## src/rtl/display_arb_pkg.sv

```systemverilog
// Shared types and constants for the display arbiter.
// The arbiter's optional source-0 priority mode is enabled by defining DISPLAY_ARB_PRIO_EN.
package display_arb_pkg;

    typedef enum logic [1:0] {
        IDLE  = 2'd0,
        BLANK = 2'd1,
        SHOW  = 2'd2
    } state_t;

    localparam int NUM_SRC = 4;
    localparam logic [31:0] BLANK_WORD = 32'h0;

    function automatic logic [NUM_SRC-1:0] onehot(input logic [1:0] idx);
        return 4'b0001 << idx;
    endfunction

endpackage

```

## src/rtl/display_arbiter_rr_pick.sv

```systemverilog
// Combinational 4-way round-robin picker: the first set request after 'last' wins.
module rr_pick
    import display_arb_pkg::*;
(
    input  logic [NUM_SRC-1:0] req,
    input  logic [1:0]         last,
    output logic               valid,
    output logic [1:0]         idx
);

    logic [1:0] cand;

    // Walk from the farthest candidate (last itself) to the nearest so the nearest wins.
    always_comb begin
        valid = 1'b0;
        idx   = last;
        cand  = '0;
        for (int k = NUM_SRC; k >= 1; k--) begin
            cand = last + 2'(k);
            if (req[cand]) begin
                valid = 1'b1;
                idx   = cand;
            end
        end
    end

endmodule

```

## src/rtl/display_arbiter.sv

```systemverilog
// Round-robin sharing of one 8-digit display between four BCD sources, with blank gaps.
// Define DISPLAY_ARB_PRIO_EN to make source 0 preempt and hold the display.
//
//   state | meaning
//   IDLE  | no request; display blanked, no grant
//   BLANK | new grant issued; anti-ghosting gap counting 0..BLANK_CYC
//   SHOW  | granted word shown; dwell counter running unless hold
module display_arbiter
    import display_arb_pkg::*;
#(
    parameter int unsigned DWELL_MAX = 200_000_000 - 1,
    parameter int unsigned BLANK_CYC = 100_000 - 1
) (
    input  logic                 clk,
    input  logic                 rst_n,
    input  logic [NUM_SRC-1:0]   req,
    input  logic [31:0]          data0,
    input  logic [31:0]          data1,
    input  logic [31:0]          data2,
    input  logic [31:0]          data3,
    input  logic                 hold,
    output logic [NUM_SRC-1:0]   grant,
    output logic [1:0]           grant_id,
    output logic [31:0]          display,
    output logic                 blank,
    output logic                 switch_pulse
);

    localparam logic [27:0] DWELL_END = 28'(DWELL_MAX);
    localparam logic [16:0] GAP_END   = 17'(BLANK_CYC);

    state_t               state, state_nxt;
    logic [27:0]          dwell_cnt, dwell_nxt;
    logic [16:0]          gap_cnt, gap_nxt;
    logic [NUM_SRC-1:0]   grant_nxt;
    logic [1:0]           grant_id_nxt, last, last_nxt;
    logic                 pulse_nxt, blank_nxt;
    logic [31:0]          display_nxt, data_sel;
    logic                 pick_valid;
    logic [1:0]           pick_idx;
    logic                 cur_req, others_req, expire, preempt, keep_src0, do_arb;

    rr_pick u_rr_pick (
        .req   (req),
        .last  (last),
        .valid (pick_valid),
        .idx   (pick_idx)
    );

    always_comb begin
        case (grant_id_nxt)
            2'd0:    data_sel = data0;
            2'd1:    data_sel = data1;
            2'd2:    data_sel = data2;
            default: data_sel = data3;
        endcase
    end

    always_comb begin
        state_nxt    = state;
        dwell_nxt    = dwell_cnt;
        gap_nxt      = gap_cnt;
        grant_nxt    = grant;
        grant_id_nxt = grant_id;
        last_nxt     = last;
        pulse_nxt    = 1'b0;
        do_arb       = 1'b0;
        cur_req      = req[grant_id];
        others_req   = |(req & ~grant);
        expire       = (dwell_cnt == DWELL_END) && !hold;
`ifdef DISPLAY_ARB_PRIO_EN
        preempt      = req[0] && (grant_id != 2'd0) && (state != IDLE);
        keep_src0    = (grant_id == 2'd0);
`else
        preempt      = 1'b0;
        keep_src0    = 1'b0;
`endif

        if (preempt) begin
            // Urgent grant deliberately leaves 'last' alone so rotation resumes afterwards.
            grant_nxt    = onehot(2'd0);
            grant_id_nxt = 2'd0;
            pulse_nxt    = 1'b1;
            state_nxt    = BLANK;
            gap_nxt      = '0;
        end else begin
            case (state)
                IDLE: begin
                    if (|req) do_arb = 1'b1;
                end
                BLANK: begin
                    if (!cur_req) begin
                        do_arb = 1'b1;
                    end else if (gap_cnt == GAP_END) begin
                        state_nxt = SHOW;
                        dwell_nxt = '0;
                    end else begin
                        gap_nxt = gap_cnt + 17'd1;
                    end
                end
                SHOW: begin
                    if (!cur_req) begin
                        do_arb = 1'b1;
                    end else if (expire) begin
                        if (others_req && !keep_src0) do_arb = 1'b1;
                        else                          dwell_nxt = '0;
                    end else if (!hold) begin
                        dwell_nxt = dwell_cnt + 28'd1;
                    end
                end
                default: state_nxt = IDLE;
            endcase

            if (do_arb) begin
                if (pick_valid) begin
                    grant_nxt    = onehot(pick_idx);
                    grant_id_nxt = pick_idx;
                    last_nxt     = pick_idx;
                    pulse_nxt    = 1'b1;
                    state_nxt    = BLANK;
                    gap_nxt      = '0;
                end else begin
                    grant_nxt = '0;
                    state_nxt = IDLE;
                    gap_nxt   = '0;
                    dwell_nxt = '0;
                end
            end
        end

        blank_nxt   = (state_nxt != SHOW);
        display_nxt = (state_nxt == SHOW) ? data_sel : BLANK_WORD;
    end

    always_ff @(posedge clk or negedge rst_n) begin
        if (!rst_n) begin
            state        <= IDLE;
            dwell_cnt    <= '0;
            gap_cnt      <= '0;
            grant        <= '0;
            grant_id     <= 2'd0;
            last         <= 2'd3;
            display      <= BLANK_WORD;
            blank        <= 1'b1;
            switch_pulse <= 1'b0;
        end else begin
            state        <= state_nxt;
            dwell_cnt    <= dwell_nxt;
            gap_cnt      <= gap_nxt;
            grant        <= grant_nxt;
            grant_id     <= grant_id_nxt;
            last         <= last_nxt;
            display      <= display_nxt;
            blank        <= blank_nxt;
            switch_pulse <= pulse_nxt;
        end
    end

endmodule

```

## config.mk

```make
export PLATFORM = sky130hd
export DESIGN_NAME = display_arbiter
export DESIGN_NICKNAME = d
export VERILOG_FILES = /design/src/rtl/display_arb_pkg.sv /design/src/rtl/display_arbiter_rr_pick.sv /design/src/rtl/display_arbiter.sv
export SDC_FILE = /design/constraint.sdc
export NUM_CORES = 1
export LEC_CHECK = 0
export CORE_MARGIN = 1
export CORE_UTILIZATION = 30
export CTS_BUF_LIST = sky130_fd_sc_hd__clkbuf_8
export DETAILED_ROUTE_END_ITERATION = 12
export PLACE_DENSITY = 0.58
export SETUP_SLACK_MARGIN = 0.15
export SYNTH_ARGS = -nofsm -noshare
export SYNTH_HDL_FRONTEND = slang
export SYNTH_SLANG_ARGS = --single-unit
```

## constraint.sdc

```tcl
create_clock -name clk -period 7.9 [get_ports clk]
set_clock_uncertainty 0.15 [all_clocks]
set_input_delay 1.58 -clock clk [delete_from_list [all_inputs] [get_ports clk]]
set_output_delay 1.58 -clock clk [all_outputs]
set_load 0.05 [all_outputs]
```

# After elaboration in Yosys (flattened, before gate mapping)
# Index checks and enable logic that the tools add are counted.
[word_totals] register_bits=89 input_bits=135 word_cells=90 out_inout_bits=40
[op_classes] eq_ne=9 muxes=48 n_bitwise=2 n_addsub=5 reduce_logical=11 n_shift=1 magnitude_cmp=5
[ops] cell="two-way mux 28 bit" count=8
[ops] cell="one-hot mux 32 bit (3 select lines)" count=1
[ops] cell="two-way mux 17 bit" count=4
[ops] cell="one-hot mux 28 bit (2 select lines)" count=1
[ops] cell="two-way mux 32 bit" count=1
[ops] cell="adder 28 x 1 -> 28 bit (second input constant)" count=1
[ops] cell="== test 28 bit (second input constant)" count=1
[ops] cell="adder 17 x 1 -> 17 bit (second input constant)" count=1
[ops] cell="== test 17 bit (second input constant)" count=1
[ops] cell="two-way mux 1 bit" count=17
[ops] cell="two-way mux 2 bit" count=8
[ops] cell="less-than comparator 2 x 3 -> 1 bit (second input constant)" count=5
[ops] cell="binary-select mux 1 bit (select 2 bit)" count=5
[ops] cell="OR reduction 4 bit" count=2
[ops] cell="== test 2 bit (second input constant)" count=3
[ops] cell="adder 2 bit (second input constant)" count=2
[ops] cell="AND 4 bit" count=1
[ops] cell="== test 2 x 1 -> 1 bit (second input constant)" count=2
[ops] cell="logical NOT 2 bit" count=2
[ops] cell="two-way mux 4 bit" count=1
[ops] cell="inequality test 2 bit (second input constant)" count=2
[ops] cell="NOT 4 bit" count=1
[ops] cell="one-hot mux 2 bit (2 select lines)" count=1
[ops] cell="nonzero test 2 bit" count=2
[ops] cell="other kinds (8)" count=8

# Logic depth before layout (Yosys ltp)
[logic_depth] word_depth=11 mapped_depth=10 depth_no_buf=9

# By module
# From an unflattened synthesis, not the netlist that was laid out.
[unflattened] hier_cells=820 area_unflattened_um2=6775.2
[modules_own_cells] mod="display_arbiter" instances=1 area_per_inst_um2=6692.7 seq_area_each_um2=2230.9 cells_each=806
[modules_own_cells] mod="rr_pick" instances=1 area_per_inst_um2=82.6 seq_area_each_um2=0.0 cells_each=14

# Least setup slack after synthesis
# No wires, ideal clock.
[synth_path] kind="input -> register" from="input req[3]" to="register display[1]" setup_time_ns=0.111 path_stages=8 arrival_ns=3.664 path_buffers=2 path_slack_ns=3.974 t_required_ns=7.639 cell_sequence="mux4_2 -> a2bb2oi_2 -> nor3_2 -> buf_2 -> buf_1 -> o211ai_1 -> and3b_1 -> a2111oi_2"
[synth_via] elab_chain_cells=11 word_cells_on_any_way=38 classes_between="eq/ne (3); mux (31); bitwise (1); reduce/logical (3)"
[synth_rtl] item="from (decl)" line="display_arbiter.sv:16" rtl="input logic [NUM_SRC-1:0] req,"
[synth_rtl] item="binary-select mux 1 bit (select 2 bit)" line="display_arbiter_rr_pick.sv:20" rtl="if (req[cand]) begin"
[synth_rtl] item="two-way mux 1 bit (implied by the code)" line="display_arbiter_rr_pick.sv:20"
[synth_rtl] item="two-way mux 1 bit (4 in series)" line="display_arbiter_rr_pick.sv:20"
[synth_rtl] item="two-way mux 2 bit" line="display_arbiter.sv:115" rtl="if (pick_valid) begin"
[synth_rtl] item="two-way mux 2 bit" line="display_arbiter.sv:114" rtl="if (do_arb) begin"
[synth_rtl] item="== test 2 bit, or another cell as far along" line="display_arbiter.sv:51" rtl="case (grant_id_nxt)"
[synth_rtl] item="one-hot mux 32 bit (3 select lines)" line="display_arbiter.sv:51"
[synth_rtl] item="two-way mux 32 bit (*)" line="display_arbiter.sv:132" rtl="display_nxt = (state_nxt == SHOW) ? data_sel : BLANK_WORD;"
[synth_rtl] item="net display_nxt[1]" line="display_arbiter.sv:38" rtl="logic [31:0] display_nxt, data_sel;"
[synth_rtl] item="to (signal assigned)" line="display_arbiter.sv:153" rtl="display <= display_nxt;"
[synth_rtl] item="to (decl)" line="display_arbiter.sv:24" rtl="output logic [31:0] display,"
# The timed path passes the listed nets; every way through them passes the cells marked *. The select of a mux whose other input is x is not followed.
# A chain may end at the register's enable or synchronous reset.

# Worst setup path after layout
[layout_path] from="input req[0]" to="register display[31]"
# Same word-level chain as after synthesis.

==> flow_summary.yaml <==
routing:
  vias_per_cell: 5.769
  antenna_left: 0
  wirelength_um: 22950
  dr_wl_met3_um: 1588
  drtIter0Drc: 400
  vias: 6911
  met2WireLength_um: 10830
  met1_length_um: 10280
  topRoutingLayerUsed: "met4"
  drtPass1Iterations: 9
  wire_per_inst_um: 19.15
  drc: 2
die:
  ioPinCount: 175
  start_util: 0.3071
  dieArea_um2: 23080
  fp.dieH_um: 151.9
  coreArea_um2: 21960
  die_width_um: 151.9
  placementRows: 54
power:
  p_per_area_nw_per_um2: 249.2
  power_w: 0.002205
  peakVddDrop_v: 0.0002503
  p_leak_nw: 3.093
synthesis:
  ys_seq_area_frac: 0.3309
  synth.top_cell.area_share: 0.3192
  synth-edff-count: 0
  syn-num-nets: 927
  synth_area_leaders: "dfrtp_1 (32%), o211ai_1 (7.6%), a21oi_1 (7.0%)"
  ys.flop_type: "dfrtp_1"
  synthCells: 786
  netlist-cell-type-count: 65
  synth_area_per_cell_um2: 8.579
  yosys.area.top_type: "dfrtp_1"
  ys_ff_latch: 89
  synthArstFlopShare: 1.000
  syn_area_um2: 6743
  yosys_warnings: 0
grt:
  antenna_found_initial: 0
  gr-total-overflow: 0
  grt.total_usage: 0.2009
  grt_start_max_net_pins: 98
  first_global_vias: 6762
  grt_pass1_wl_um: 37340
min_path:
  whs_path_depth: 2
  holdCritStartpoint: "grant[3]"
  min_path_type: "register to register"
  whs_endpoint: "grant[3]"
run:
  maxCapViolCount: 0
worst_setup_path:
  cp-end-kind: "register"
  rrSetupSlack_ps: 3760
  worstSetupPathType: "input port to register"
  crit_required_ps: 8000
  worstPathArrival_ps: 5280
  reg2reg_depth: 10
  crit_path_start_kind: "input port"
  r2r-start: "grant_id[1]"
  r2r_end: "display[31]"
  crit_fanout: 97
timing:
  worst_pin_slew_ps: 1250
  fmax_ghz: 0.1931
  rsz0062_at_grt: "no"
  hold_viol: 0
  setup_viol: 0
  setup_tns_ps: 0
  hold_ws_ps: 366.2
  fin_crit_ps: 5178
  maxSlewViolCount: 0
  relSlewSlack: 0.1666
  fin_crit_sh: 0.6555
final_layout:
  drive_above_1_share: 0.08824
  final_cell_area_um2: 8847
  diodes: 0
  area_growth_pct: 31.21
  final_util: 0.4029
  finalNetCount: 1054
place:
  dp_hpwl_um: 15930
  portBuffers: 174
  gp_congestion: 0.8970
  placed_area_um2: 8642
clock_tree:
  clock_tree.root_cell: "clkbuf_8"
  cts.path.max_buffers: 2
  hold_buffers: 0
  h-tree-depth: 3
  cts_tree: "yes"
  cts_buffers: 9
  postCtsResizedCells: 0
  clk_latency_ps: 390
  clk_pin_slew_worst_paths_ps: 100
  clock_sinks: 89
  cts_setup_buffers: 0
status:
  status: "finished with violations"
  violations: "DRC"
## cell usage after synthesis (5+ instances only)
cell type	n
a311oi_1	14
nor4_1	13
nand4_1	14
or3_1	5
o21ai_0	20
o211ai_1	68
dfrtp_1	86
a211oi_1	36
nand2b_1	42
a41oi_1	5
and2_1	5
a2111oi_2	30
nor4bb_1	6
a31oi_1	9
ha_1	6
and3b_1	32
clkbuf_1	43
nand3_1	21
and3_1	8
or2_2	5
nand2_1	64
buf_2	20
xnor2_1	8
nor3_1	13
a21oi_1	94
nor2_1	37
inv_1	16
## layout by cell type, fill, tap and decap left out, drive strengths merged, types with 6 or more instances in the layout
cell	count
xnor2	8
nand4	14
and3	8
inv	19
nand2b	42
a211oi	36
nand3	21
a21oi	94
dfrtp	86
o211ai	68
a2111oi	32
nor3	14
nor4bb	6
and3b	32
clkbuf	10
a311oi	14
ha	6
a31oi	9
buf	13
and2	6
nor2	38
clkdlybuf4s50	173
nand2	64
nor4	14
o21ai	21
## sequential cells by signal, summed over array words and instances, names as in the netlist
signal        count
display          32
dwell_cnt        28
gap_cnt          17
grant             4
grant_id          2
last              2
state             2
blank             1
switch_pulse      1
## worst max-delay path, stage by stage
cell,delay (ps)
clkdlybuf4s50_1,550
mux4_2,740
a2bb2oi_2,250
nor3_4,150
buf_4,740
nor2_1,220
inv_2,160
o21bai_4,60
buf_4,300
a2111oi_0,460
## final cells by class
class / count / area, µm²
Clock buffer: 10 / 137.6
Clock inverter: 6 / 67.56
Fill cell: 2182 / 13110
Inverter: 17 / 63.81
Multi-Input combinational cell: 610 / 4167
Sequential cell: 89 / 2232
Tap cell: 280 / 350.3
Timing Repair Buffer: 186 / 1829
## report_power, final
group / switching [W] / internal [W]
combinational: 0.000870 / 0.000464
sequential: 0.0000381 / 0.000493
clock: 0.000182 / 0.000157
## metal layers
layer | GRT usage | vias to the layer above
li1 | - | 3302
met1 | 0.2625 | 3353
met2 | 0.3340 | 236
met3 | 0.05163 | 20
met4 | 0.04179 | 0
met5 | 0 | -
## kinds of logic after synthesis
group | after synthesis | share of synthesized area
AOI/OAI and AO/OA | 303 | 0.3353
xor gates and xnor gates | 12 | 0.01559
adders and majority gates | 6 | 0.01113
buffers and inverters | 87 | 0.05437
DFF | 89 | 0.3309
muxes | 3 | 0.008164
and+or+nand+nor | 286 | 0.2446
## metrics by stage
stage,instances,setup WS (ps)
after floorplan,786,3974
after global placement,1182,2479
after detailed placement,1182,2280
after CTS,1198,2769
after global routing,1198,2457
final,1198,2722
## worst max-delay path by stage
stage,startpoint,to
2_1_floorplan,req[3],display[1]
3_3_place_gp,req[0],display[31]
3_5_place_dp,req[0],display[0]
4_1_cts,req[0],display[0]
5_1_grt,req[0],display[31]
6_report,req[0],display[31]
Power figures use the tool's default switching activity.
